[src/rtl/pc_sequencer.sv]
// Program-counter sequencer: strobe-driven PC update with a req/ack fetch handshake.
// Optional PC_SEQ_INSTR_COUNT_EN adds a saturating instr_count_out.
module pc_sequencer #(
  parameter int unsigned PC_W     = 8,
  parameter int unsigned OFF_W    = 6,
  parameter int unsigned RESET_PC = 0
) (
  input  logic             clka,
  input  logic             reset_in,
  input  logic             pc_latch_in,
  input  logic             pc_ctl_0_in,
  input  logic [OFF_W-1:0] offset_in,
  input  logic             fetch_ack_in,
  output logic [PC_W-1:0]  pc_out,
  output logic             fetch_req_out,
  output logic             branch_taken_out,
  output logic             overrun_out,
  output logic [1:0]       state_out
`ifdef PC_SEQ_INSTR_COUNT_EN
  ,
  output logic [15:0]      instr_count_out
`endif
);

  localparam logic [1:0] S_IDLE   = 2'b00;
  localparam logic [1:0] S_FETCH  = 2'b01;
  localparam logic [1:0] S_WAIT   = 2'b10;
  localparam logic [1:0] S_UPDATE = 2'b11;

  localparam logic [PC_W-1:0] PC_RST = PC_W'(RESET_PC);

  logic [1:0]       state_q, state_d;
  logic [PC_W-1:0]  pc_q, pc_d;
  logic             req_q, req_d;
  logic             bt_q, bt_d;
  logic             ov_q, ov_d;
  logic             latch_q;
  logic             pend_q, pend_d;
  logic             taken_q, taken_d;
  logic [OFF_W-1:0] off_q, off_d;
  logic             rise;
  logic             capture;
  logic [PC_W-1:0]  off_ext;

`ifdef PC_SEQ_INSTR_COUNT_EN
  logic [15:0] cnt_q, cnt_d;
`endif

  assign off_ext = PC_W'($signed(off_q));

  always_comb begin
    state_d = state_q;
    pc_d    = pc_q;
    req_d   = req_q;
    bt_d    = bt_q;
    ov_d    = ov_q;
    pend_d  = pend_q;
    taken_d = taken_q;
    off_d   = off_q;
    capture = 1'b0;
    rise    = pc_latch_in & ~latch_q;

    case (state_q)
      S_IDLE, S_FETCH: begin
        // Only one strobe can be held; a second one before service is lost.
        if (rise) begin
          if (pend_q) begin
            ov_d = 1'b1;
          end else begin
            pend_d  = 1'b1;
            capture = 1'b1;
          end
        end
        if (state_q == S_IDLE) begin
          state_d = S_FETCH;
          req_d   = 1'b1;
        end else if (fetch_ack_in) begin
          req_d   = 1'b0;
          state_d = (pend_q || rise) ? S_UPDATE : S_WAIT;
        end
      end
      S_WAIT: begin
        if (rise) begin
          capture = 1'b1;
          state_d = S_UPDATE;
        end
      end
      default: begin
        pc_d    = pc_q + PC_W'(1) + (taken_q ? off_ext : PC_W'(0));
        bt_d    = taken_q;
        req_d   = 1'b1;
        state_d = S_FETCH;
        // The strobe being serviced is consumed here; a new one becomes pending.
        pend_d  = rise;
        capture = rise;
      end
    endcase

    if (capture) begin
      taken_d = pc_ctl_0_in;
      off_d   = offset_in;
    end
  end

`ifdef PC_SEQ_INSTR_COUNT_EN
  always_comb begin
    cnt_d = cnt_q;
    if (state_q == S_UPDATE && cnt_q != 16'hFFFF) cnt_d = cnt_q + 16'd1;
  end
`endif

  always_ff @(negedge clka or posedge reset_in) begin
    if (reset_in) begin
      state_q <= S_IDLE;
      pc_q    <= PC_RST;
      req_q   <= 1'b0;
      bt_q    <= 1'b0;
      ov_q    <= 1'b0;
      latch_q <= 1'b0;
      pend_q  <= 1'b0;
      taken_q <= 1'b0;
      off_q   <= '0;
`ifdef PC_SEQ_INSTR_COUNT_EN
      cnt_q   <= 16'd0;
`endif
    end else begin
      state_q <= state_d;
      pc_q    <= pc_d;
      req_q   <= req_d;
      bt_q    <= bt_d;
      ov_q    <= ov_d;
      latch_q <= pc_latch_in;
      pend_q  <= pend_d;
      taken_q <= taken_d;
      off_q   <= off_d;
`ifdef PC_SEQ_INSTR_COUNT_EN
      cnt_q   <= cnt_d;
`endif
    end
  end

  assign pc_out           = pc_q;
  assign fetch_req_out    = req_q;
  assign branch_taken_out = bt_q;
  assign overrun_out      = ov_q;
  assign state_out        = state_q;
`ifdef PC_SEQ_INSTR_COUNT_EN
  assign instr_count_out  = cnt_q;
`endif

endmodule
[config.mk]
export PLATFORM = sky130hd
export DESIGN_NAME = pc_sequencer
export DESIGN_NICKNAME = d
export VERILOG_FILES = /design/src/rtl/pc_sequencer.sv
export SDC_FILE = /design/constraint.sdc
export NUM_CORES = 1
export LEC_CHECK = 0
export ABC_CLOCK_PERIOD_IN_PS = 2400
export BUFFER_PORTS_ARGS = -buffer_cell sky130_fd_sc_hd__buf_2
export CORE_MARGIN = 2
export CORE_UTILIZATION = 35
export DETAILED_ROUTE_END_ITERATION = 8
export GPL_TIMING_DRIVEN = 0
export HOLD_SLACK_MARGIN = 0.15
export SETUP_SLACK_MARGIN = 0.05
export SLEW_MARGIN = 30
export SYNTH_ARGS = -nofsm -noshare
export SYNTH_HDL_FRONTEND = slang
export SYNTH_SLANG_ARGS = --single-unit
[constraint.sdc]
create_clock -name clka -period 2.4 [get_ports clka]
set_input_delay 0.48 -clock clka [delete_from_list [all_inputs] [get_ports clka]]
set_output_delay 0.48 -clock clka [all_outputs]
set_load 0.01 [all_outputs]
After elaboration in Yosys (flattened, before gate mapping)
Index checks and enable logic that the tools add are counted.
{"block": "word_totals", "regBits": 22, "out_inout_bits": 13}
{"block": "classes", "add_sub_neg": 2, "n_eq_ne": 5, "mux": 15, "bitwise": 3, "n_reduce_logical": 8}
{"op": "adder 8 x 1 -> 8 bit (second input constant)", "count": 1}
{"op": "adder 8 bit", "count": 1}
{"op": "2-to-1 mux 8 bit", "count": 1}
{"op": "2-to-1 mux 1 bit", "count": 7}
{"op": "2-to-1 mux 2 bit", "count": 3}
{"op": "case mux 1 bit (2 select lines)", "count": 3}
{"op": "AND reduction 2 bit", "count": 3}
{"op": "inequality test 2 bit (second input constant)", "count": 2}
{"op": "case mux 2 bit (2 select lines)", "count": 1}
{"op": "inequality test 3 bit (second input constant)", "count": 1}
{"op": "AND reduction 3 bit", "count": 1}
{"op": "OR reduction 3 bit", "count": 1}
{"op": "equality test 2 x 1 -> 1 bit (second input constant)", "count": 1}
{"op": "equality test 2 bit (second input constant)", "count": 1}
{"op": "logical NOT 2 bit", "count": 1}
{"op": "NOT 1 bit", "count": 2}
{"op": "OR reduction 2 bit", "count": 1}
{"op": "bitwise AND 1 bit", "count": 1}
{"op": "logical OR 1 bit", "count": 1}

Depth between registers and ports, before layout
Gate-level depths: netlist of run 1.
{"block": "logic_depth", "word_depth": 7, "depth_mapped": 8}

==> impl_metrics.py, run 1 <==
metrics = {
    "hold_path": {
        "hp-start": "overrun_out$_DFFE_NP0P_",
        "hold_path_class": "reg2reg",
    },
    "yosys": {
        "synth-simple-area-share": 0.121,
        "yosys_warnings": 0,
        "synth_fa_ha_area_frac": 0.119,
        "ys_seq_area_frac": 0.452,
        "synth_compound_area_frac": 0.168,
        "synth_top_area_frac": 0.452,
        "synth-xor-area-share": 0.0288,
        "yosysUniqueCellTypes": 34,
        "yosysMostFrequentCell": "dfrtn_1",
        "syn_area_per_cell_sq_um": 10.7,
        "synth_top_family_by_area": "compound AO/OA/AOI/OAI gates",
        "synth_edf_count": 0,
        "syn_nets": 136,
        "syn_area_sq_um": 1220,
        "synthMuxAreaShare": 0.0832,
        "synth-seq-cells": 22,
        "synthCells": 114,
        "async_flop_share": 1.00,
        "synth_top_cell_by_area": "dfrtn_1",
        "synth_flop_cell": "dfrtn_1",
        "synthTopCellsByCount": "dfrtn_1, ha_1, mux2_2",
        "synth.area.top_cells": "dfrtn_1, ha_1, mux2_2",
    },
    "final_layout": {
        "nNetsFinal": 185,
        "drive_above_1_share": 0.377,
        "instances_no_fill": 208,
        "postLayoutCoreUtil": 0.489,
        "n_antenna_cell": 0,
        "area_growth_pct": 33.9,
    },
    "cts": {
        "cts_buffers": 3,
        "ctsHoldBuffers": 0,
        "clkLatencyLatePin_ns": 0.30,
        "cts_max_level": 1,
        "ctsResizeCount": 0,
        "cts_root_buf": "clkbuf_4",
        "cts_tree": "done",
        "clock-sinks": 22,
        "cts.clk_slew.worst_paths_ns": 0.09,
        "clock_path_buffers": 2,
    },
    "routing": {
        "drtIter0Drc": 7,
        "drt-total-wl_um": 2520,
        "num_vias": 1007,
        "post_drt_wl_per_cell_um": 12.1,
        "dr.pass1.iters": 4,
        "viasPerCell": 4.84,
        "drc": 0,
        "ant_nets": 0,
    },
    "global_route": {
        "grt_pass1_wl_um": 4220,
        "grt_util_met2": 0.238,
        "top_usage_layer": "met2",
        "use_met1": 0.161,
        "grt_max_degree": 23,
        "use_met3": 0.0234,
        "grt.overflow.total": 0,
        "antenna_found_initial": 0,
        "first_global_vias": 982,
        "grt_usage": 0.134,
    },
    "floorplanning": {
        "die_w_um": 63.0,
        "die_h_um": 63.0,
        "rows": 21,
        "die_area_sq_um": 3970,
        "io-pin-count": 24,
        "coreArea_sq_um": 3340,
        "start_util": 0.365,
    },
    "timing": {
        "drv_slew": 0,
        "setup_viol": 13,
        "finalHoldViolCount": 0,
        "clock_skew_ns": 0.00912,
        "tightest_slew_ns": 0.847,
        "worst_slack_ns": -0.149,
        "slew_headroom": 0.435,
        "rsz0062_at_grt": "true",
    },
    "worst_setup_path": {
        "cp.buffers_inverters": 1,
        "worstPathMaxFanout": 2,
        "arrival_ns": 2.07,
        "start_kind": "register",
        "slowest_stage": "dfrtn_1",
        "crit_family": "flip-flops",
        "end_kind": "output pin",
        "slowest_delay_ns": 0.43,
        "crit_type": "reg2out",
        "worstPathRequired_ns": 1.92,
        "worstPathCellList": "buf_2",
        "r2r-start": "pc_out[2]$_DFFE_NP0N_",
        "startpoint": "pc_out[2]$_DFFE_NP0N_",
    },
    "pwr": {
        "p_sw_uw": 928,
        "p_per_area_nw_per_um2": 1490,
        "power_mw": 2.43,
        "clkPwrFrac": 0.117,
        "ir_drop_uv": 662,
        "cellLeakagePower_nw": 0.813,
        "p_int_mw": 1.50,
        "p_seq_frac": 0.273,
        "pwr-share-comb": 0.610,
        "swShare": 0.383,
    },
    "run": {
        "maxCapViolCount": 0,
    },
    "place": {
        "placement.io_buffers": 23,
        "hpwl_um": 1780,
        "post-place-cells": 183,
        "place_congestion": 0.741,
    },
    "outcome": {
        "status": "finished, violations left",
        "violations": "setup timing",
    },
}
==> repair_timing <==
action,CTS,global route
endpoints found under the hold margin,0,0
endpoints found under the setup margin,13,14
cloned,0,0
setup buffers,11,10
==> kinds of logic after synthesis <==
| logic type | Yosys count |
|---|---|
| buffers and inverters | 9 |
| AOI/OAI and AO/OA | 30 |
| adders and majority gates | 11 |
| DFF | 22 |
| and+or+nand+nor | 29 |
| xor gates and xnor gates | 4 |
| muxes | 9 |
==> placed cells by master, fill, tap and decap left out, drive strengths merged, types with 4 or more instances in the layout <==
cell	netlist	routed
inv	8	8
nor2	7	7
nand2	8	8
ha	10	10
clkbuf	1	4
o21ai	4	4
mux2	9	9
buf	0	44
dfrtn	22	22
a21oi	8	8
==> stage by stage <==
| step | instance area (sq um) | setup slack [ns] | setup TNS (ns) | hold WS [ns] |
|---|---|---|---|---|
| 2_1_floorplan | 1250 | 0.00234 | 0 | 0.432 |
| 3_3_place_gp | 1420 | -0.163 | -1.25 | 0.418 |
| 3_5_place_dp | 1420 | -0.180 | -1.35 | 0.421 |
| 4_1_cts | 1560 | -0.173 | -1.89 | 0.425 |
| 5_1_grt | 1630 | -0.204 | -2.37 | 0.446 |
| 6_report | 1630 | -0.149 | -1.70 | 0.417 |
==> state kept, by name, indices dropped and copies added (netlist names) <==
signal / cells
off_q: 6
overrun_out: 1
latch_q: 1
taken_q: 1
pend_q: 1
branch_taken_out: 1
state_out: 2
fetch_req_out: 1
pc_out: 8
==> layout make-up <==
| type | count | area [sq um] |
|---|---|---|
| sequential | 22 | 551 |
| buffer | 1 | 3.75 |
| inverter | 8 | 30.0 |
| clock inverter | 1 | 30.0 |
| multi-input combinational | 83 | 663 |
| fill | 319 | 1710 |
| tap | 46 | 57.6 |
| clock buffer | 3 | 22.5 |
| timing repair buffer | 44 | 273 |
==> metal layers <==
metal,vias to the layer above,routed length [um]
li1,509,-
met1,485,1110
met2,11,1330
met3,2,54
met4,0,21
met5,-,0
==> final timing paths <==
kind	end	slack, ns	cells past startpoint
max	pc_out[2]	-0.15	1
min reg2reg	overrun_out$_DFFE_NP0P_	0.42	1
max reg2reg	pc_out[6]$_DFFE_NP0N_	0.19	8
min in group asynchronous	off_q[5]$_DFFE_NP0P_	1.41	2
min	overrun_out$_DFFE_NP0P_	0.42	1
max in group asynchronous	pend_q$_DFFE_NP0P_	0.43	2
==> power by group through the flow <==
stage	Clock, mW	Sequential [mW]	Combinational (mW)
global route	0.314	0.684	1.65
detailed placement	0	0.732	1.16
CTS	0.292	0.668	1.36
global placement	0	0.721	1.14
finish	0.284	0.663	1.48
floorplan	0	0.745	0.853
(Power assumes the default switching activity.)
==> run 2, diff against run 1 <==
--- a/config.mk
+++ b/config.mk
@@ -5,7 +5,7 @@
 export SDC_FILE = /design/constraint.sdc
 export NUM_CORES = 1
 export LEC_CHECK = 0
-export ABC_CLOCK_PERIOD_IN_PS = 2400
+export ABC_CLOCK_PERIOD_IN_PS = 3200
 export BUFFER_PORTS_ARGS = -buffer_cell sky130_fd_sc_hd__buf_2
 export CORE_MARGIN = 2
 export CORE_UTILIZATION = 35
==> constraint.sdc (replaced) <==
create_clock -name clka -period 3.2 [get_ports clka]
set_input_delay 0.64 -clock clka [delete_from_list [all_inputs] [get_ports clka]]
set_output_delay 0.64 -clock clka [all_outputs]
set_load 0.01 [all_outputs]
==> run 2 against run 1 <==
  * The flow now finishes without violations
  * Non-clock buffer count shrank 10
  * Die area is the same
  * Global-route usage shrank 1.1 points
  * Worst hold slack gained 0.0028 ns
  * Critical path depth is the same
  * Cell count shrank 4.8%
  * Sequential power shrank 24%
  * First-iteration DRC count grew 130%
  * Worst setup slack gained 0.24 ns
  * Register-to-register slack gained 0.81 ns
  * Clock skew shrank 0.0085 ns
==> impl_metrics.py, run 2 (same netlist as run 1, synthesis figures left out) <==
metrics = {
    "outcome": {
        "status": "finished clean",
    },
    "routing": {
        "viasPerCell": 4.85,
        "drtIter0Drc": 16,
        "drc": 0,
        "dr.pass1.iters": 4,
        "num_vias": 960,
        "drt-total-wl_um": 2320,
        "post_drt_wl_per_cell_um": 11.7,
        "ant_nets": 0,
    },
    "floorplanning": {
        "io-pin-count": 24,
        "coreArea_sq_um": 3340,
        "die_w_um": 63.0,
        "rows": 21,
        "start_util": 0.365,
        "die_h_um": 63.0,
        "die_area_sq_um": 3970,
    },
    "timing": {
        "drv_slew": 0,
        "rsz0062_at_grt": "true",
        "tightest_slew_ns": 0.826,
        "setup_viol": 0,
        "finalHoldViolCount": 0,
        "slew_headroom": 0.449,
        "clock_skew_ns": 0.000667,
    },
    "worst_setup_path": {
        "crit_type": "reg2out",
        "ff2ff_path_depth": 7,
        "worstPathRequired_ns": 2.56,
        "rr_endpoint": "pc_out[6]$_DFFE_NP0N_",
        "slowest_stage": "dfrtn_1",
        "end_kind": "output pin",
        "crit_family": "flip-flops",
        "cp.buffers_inverters": 1,
        "slowest_delay_ns": 0.44,
        "r2r-start": "taken_q$_DFFE_NP0P_",
        "worstPathMaxFanout": 3,
        "critical_path_cell_count": 1,
        "rrSetupSlack_ns": 1.00,
        "arrival_ns": 2.47,
        "worstPathCellList": "buf_2",
        "start_kind": "register",
    },
    "hold_path": {
        "worstHoldEndpoint": "pc_out[7]$_DFFE_NP0N_",
        "hp-start": "pc_out[7]$_DFFE_NP0N_",
        "hold_path_class": "reg2reg",
        "hold_depth": 1,
    },
    "cts": {
        "cts_max_level": 1,
        "clock-sinks": 22,
        "ctsResizeCount": 0,
        "cts_root_buf": "clkbuf_4",
        "clock_path_buffers": 2,
        "clkLatencyLatePin_ns": 0.29,
        "cts.clk_slew.worst_paths_ns": 0.08,
        "cts_tree": "done",
        "cts_buffers": 3,
    },
    "global_route": {
        "grt_pass1_wl_um": 3940,
        "grt.overflow.total": 0,
        "first_global_vias": 897,
        "grt_usage": 0.123,
        "grt_max_degree": 23,
        "antenna_found_initial": 0,
    },
    "final_layout": {
        "multiInputGateArea_sq_um": 633,
        "drive_above_1_share": 0.322,
        "largest_reg_flops": 8,
        "final_cell_mix": "buf_2, dfrtn_1, buf_4, ha_1, mux2_2",
        "area_growth_pct": 23.9,
        "final-seq-area_sq_um": 551,
        "final_cell_area_sq_um": 1510,
        "fillerInstances": 336,
        "layout_commonest_cell": "buf_2",
        "n_antenna_cell": 0,
        "nNetsFinal": 175,
    },
    "pwr": {
        "p_seq_frac": 0.306,
        "clkPwrFrac": 0.091,
        "p_sw_uw": 659,
        "cellLeakagePower_nw": 0.729,
        "swShare": 0.402,
        "power_mw": 1.64,
        "p_per_area_nw_per_um2": 1080,
        "ir_drop_uv": 381,
        "pwr-share-comb": 0.603,
        "p_int_uw": 978,
    },
    "place": {
        "placement.io_buffers": 23,
        "hpwl_um": 1720,
        "placed_cell_area_sq_um": 1390,
        "place_congestion": 0.807,
    },
    "run": {
        "maxCapViolCount": 0,
    },
}
-- run 2: final cells by class --
type,count,area share
flip-flops and latches,22,0.365
repair buffers,34,0.131
clock buffers,4,0.0240
well taps,46,0.0381
multi-input cells,83,0.420
inverters,8,0.0199
plain buffers,1,0.00249
-- run 2: worst max-delay path by stage --
stage,startpoint,end
6_report,pc_out[0]$_DFFE_NP0N_,pc_out[0]
4_1_cts,pc_out[2]$_DFFE_NP0N_,pc_out[2]
5_1_grt,state_out[0]$_DFFE_NP0P_,state_out[0]
2_1_floorplan,pc_latch_in,off_q[0]$_DFFE_NP0P_
3_3_place_gp,pc_latch_in,off_q[0]$_DFFE_NP0P_
3_5_place_dp,pc_latch_in,taken_q$_DFFE_NP0P_
-- run 2: routing by layer --
layer	track usage	wire length [um]
met1	0.155	1040
met2	0.215	1220
met3	0.0162	37
met4	0.0417	19
met5	0	0
-- run 2: power by group through the flow --
| stage | clock [mW] | combinational [mW] | sequential, mW |
|---|---|---|---|
| after floorplan | 0 | 0.615 | 0.557 |
| after global placement | 0 | 0.823 | 0.538 |
| after detailed placement | 0 | 0.845 | 0.547 |
| after CTS | 0.154 | 0.942 | 0.506 |
| after global routing | 0.174 | 1.10 | 0.519 |
| final | 0.148 | 0.987 | 0.501 |
-- run 2: repair_timing --
action / 4_1_cts / 5_1_grt
buffers inserted: 6 / 5
setup endpoints to repair: 6 / 8
pin swaps: 0 / 0
hold buffers: 0 / 0
-- run 2: stage by stage --
stage	setup slack [ns]	hold WS (ns)	setup TNS (ns)	util	cells
4_1_cts	0.0566	0.425	0	0.441	193
2_1_floorplan	0.134	0.432	0	-	114
5_1_grt	0.0300	0.452	0	0.452	198
3_5_place_dp	-0.103	0.417	-0.670	0.417	183
6_report	0.0907	0.420	0	0.452	198
3_3_place_gp	-0.0781	0.419	-0.533	0.417	183
==> run 3, diff against run 2 <==
--- a/config.mk
+++ b/config.mk
@@ -5,7 +5,7 @@
 export SDC_FILE = /design/constraint.sdc
 export NUM_CORES = 1
 export LEC_CHECK = 0
-export ABC_CLOCK_PERIOD_IN_PS = 3200
+export ABC_CLOCK_PERIOD_IN_PS = 3800
 export BUFFER_PORTS_ARGS = -buffer_cell sky130_fd_sc_hd__buf_2
 export CORE_MARGIN = 2
 export CORE_UTILIZATION = 35
==> constraint.sdc (replaced) <==
create_clock -name clka -period 3.8 [get_ports clka]
set_input_delay 0.76 -clock clka [delete_from_list [all_inputs] [get_ports clka]]
set_output_delay 0.76 -clock clka [all_outputs]
set_load 0.01 [all_outputs]
==> run 3 against run 2 <==
  * Cell count decreased by 5.1%
  * Clock power decreased by 16%
  * Design area decreased by 5.0%
  * Sequential cell count unchanged
  * Power decreased by 21%
  * Via count decreased by 4.5%
  * First-iteration DRC count increased by 13%
  * Register-to-register slack improved by 0.61 ns
  * Combinational power decreased by 27%
  * Global-route usage decreased by 0.42 points
  * Sequential share of layout area increased by 1.9 points
  * Routed wire length decreased by 6.7%
  * Largest power group unchanged
  * Highest routed layer unchanged
==> impl_metrics.py, run 3 (same netlist as run 1, synthesis figures left out) <==
metrics = {
    "hold_path": {
        "hold_path_class": "reg2reg",
    },
    "timing": {
        "setup_viol": 0,
        "whs_ns": 0.420,
        "finalHoldViolCount": 0,
        "slew_headroom": 0.453,
        "tightest_slew_ns": 0.819,
        "drv_slew": 0,
        "rsz0062_at_grt": "false",
        "final.setup.tns_ns": 0,
        "clock_skew_ns": 0.00334,
    },
    "global_route": {
        "grt_max_degree": 23,
        "grt_pass1_wl_um": 3810,
        "antenna_found_initial": 0,
        "grt_usage": 0.119,
        "first_global_vias": 872,
        "grt.overflow.total": 0,
    },
    "outcome": {
        "status": "finished clean",
    },
    "place": {
        "hpwl_um": 1720,
        "placement.io_buffers": 23,
        "place_congestion": 0.807,
    },
    "worst_setup_path": {
        "slowest_delay_ns": 0.54,
        "arrival_ns": 2.91,
        "start_kind": "register",
        "critical_path_cell_count": 1,
        "worstSetupEndpoint": "state_out[0]",
        "startpoint": "state_out[0]$_DFFE_NP0P_",
        "r2r-start": "taken_q$_DFFE_NP0P_",
        "rrSetupSlack_ns": 1.61,
        "cp.buffers_inverters": 1,
        "rr_endpoint": "pc_out[6]$_DFFE_NP0N_",
        "worstPathMaxFanout": 7,
        "ff2ff_path_depth": 7,
        "crit_family": "flip-flops",
        "worstPathRequired_ns": 3.04,
        "crit_type": "reg2out",
        "end_kind": "output pin",
        "slowest_stage": "dfrtn_1",
        "worstPathCellList": "buf_2",
    },
    "final_layout": {
        "area_growth_pct": 17.8,
        "n_antenna_cell": 0,
        "final_cell_mix": "buf_2, dfrtn_1, ha_1, mux2_2",
        "multiInputGateArea_sq_um": 633,
        "nNetsFinal": 165,
        "largest_reg_flops": 8,
        "layout_commonest_cell": "buf_2",
        "fillerInstances": 343,
        "drive_above_1_share": 0.275,
        "final-seq-area_sq_um": 551,
    },
    "cts": {
        "clkLatencyLatePin_ns": 0.29,
        "cts_root_buf": "clkbuf_4",
        "cts_tree": "done",
        "clock-sinks": 22,
        "cts.clk_slew.worst_paths_ns": 0.08,
        "cts_max_level": 1,
        "clock_path_buffers": 2,
        "ctsResizeCount": 0,
        "cts_buffers": 3,
    },
    "pwr": {
        "ir_drop_uv": 318,
        "p_per_area_nw_per_um2": 902,
        "cellLeakagePower_nw": 0.681,
        "p_seq_frac": 0.344,
        "p_sw_uw": 532,
        "swShare": 0.412,
        "p_int_uw": 761,
        "clkPwrFrac": 0.096,
        "pwr-share-comb": 0.560,
    },
    "routing": {
        "num_vias": 917,
        "drc": 0,
        "post_drt_wl_per_cell_um": 11.5,
        "drt-total-wl_um": 2160,
        "viasPerCell": 4.88,
        "dr.pass1.iters": 4,
        "ant_nets": 0,
        "drtIter0Drc": 18,
    },
    "run": {
        "maxCapViolCount": 0,
    },
    "floorplanning": {
        "die_w_um": 63.0,
        "start_util": 0.365,
        "rows": 21,
        "die_h_um": 63.0,
        "die_area_sq_um": 3970,
        "coreArea_sq_um": 3340,
        "io-pin-count": 24,
    },
}
run 3: changes by cell type in the layout (fill, tap and decap cells not counted):
cell   before  now
buf_4      11    1
run 3: what timing repair did:
item                                    CTS  global route
setup buffers                             0             1
hold buffers                              0             0
endpoints found under the setup margin    0             1
run 3: worst min path at each step:
stage                                          to                     from  slack [ns]  cells past startpoint
after floorplan              off_q[2]$_DFFE_NP0P_     off_q[2]$_DFFE_NP0P_        0.43                      1
after global placement    overrun_out$_DFFE_NP0P_  overrun_out$_DFFE_NP0P_        0.42                      1
after detailed placement  overrun_out$_DFFE_NP0P_  overrun_out$_DFFE_NP0P_        0.42                      1
after CTS                   pc_out[7]$_DFFE_NP0N_    pc_out[7]$_DFFE_NP0N_        0.42                      1
after global routing      overrun_out$_DFFE_NP0P_  overrun_out$_DFFE_NP0P_        0.45                      1
final                     overrun_out$_DFFE_NP0P_  overrun_out$_DFFE_NP0P_        0.42                      1
run 3: final cells by class:
cell class | instances | area share
sequential | 22 | 0.384
multi-input combinational | 83 | 0.442
inverter | 8 | 0.0209
buffer | 1 | 0.00262
tap | 46 | 0.0401
clock buffer | 4 | 0.0253
timing repair buffer | 24 | 0.0855
run 3: through the flow:
| stage | cell area (sq um) | instances | power (mW) | setup WS (ns) | util |
|---|---|---|---|---|---|
| 2_1_floorplan | 1220 | 114 | 0.987 | 0.314 | - |
| 5_1_grt | 1430 | 188 | 1.43 | 0.0565 | 0.430 |
| 6_report | 1430 | 188 | 1.29 | 0.133 | 0.430 |
| 3_5_place_dp | 1390 | 183 | 1.17 | 0.0769 | 0.417 |
| 4_1_cts | 1430 | 187 | 1.30 | 0.0893 | 0.427 |
| 3_3_place_gp | 1390 | 183 | 1.15 | 0.102 | 0.417 |
run 3: power groups by stage:
| stage | combinational [mW] | clock (mW) | sequential, mW |
|---|---|---|---|
| 2_1_floorplan | 0.518 | 0 | 0.469 |
| 3_3_place_gp | 0.693 | 0 | 0.453 |
| 3_5_place_dp | 0.712 | 0 | 0.460 |
| 4_1_cts | 0.716 | 0.130 | 0.456 |
| 5_1_grt | 0.819 | 0.147 | 0.462 |
| 6_report | 0.724 | 0.124 | 0.445 |
run 3: metal layers:
metal  track usage  wire length, um
met1         0.148             1010
met2         0.209             1100
met3        0.0162               39
met4        0.0417               19
met5             0                0
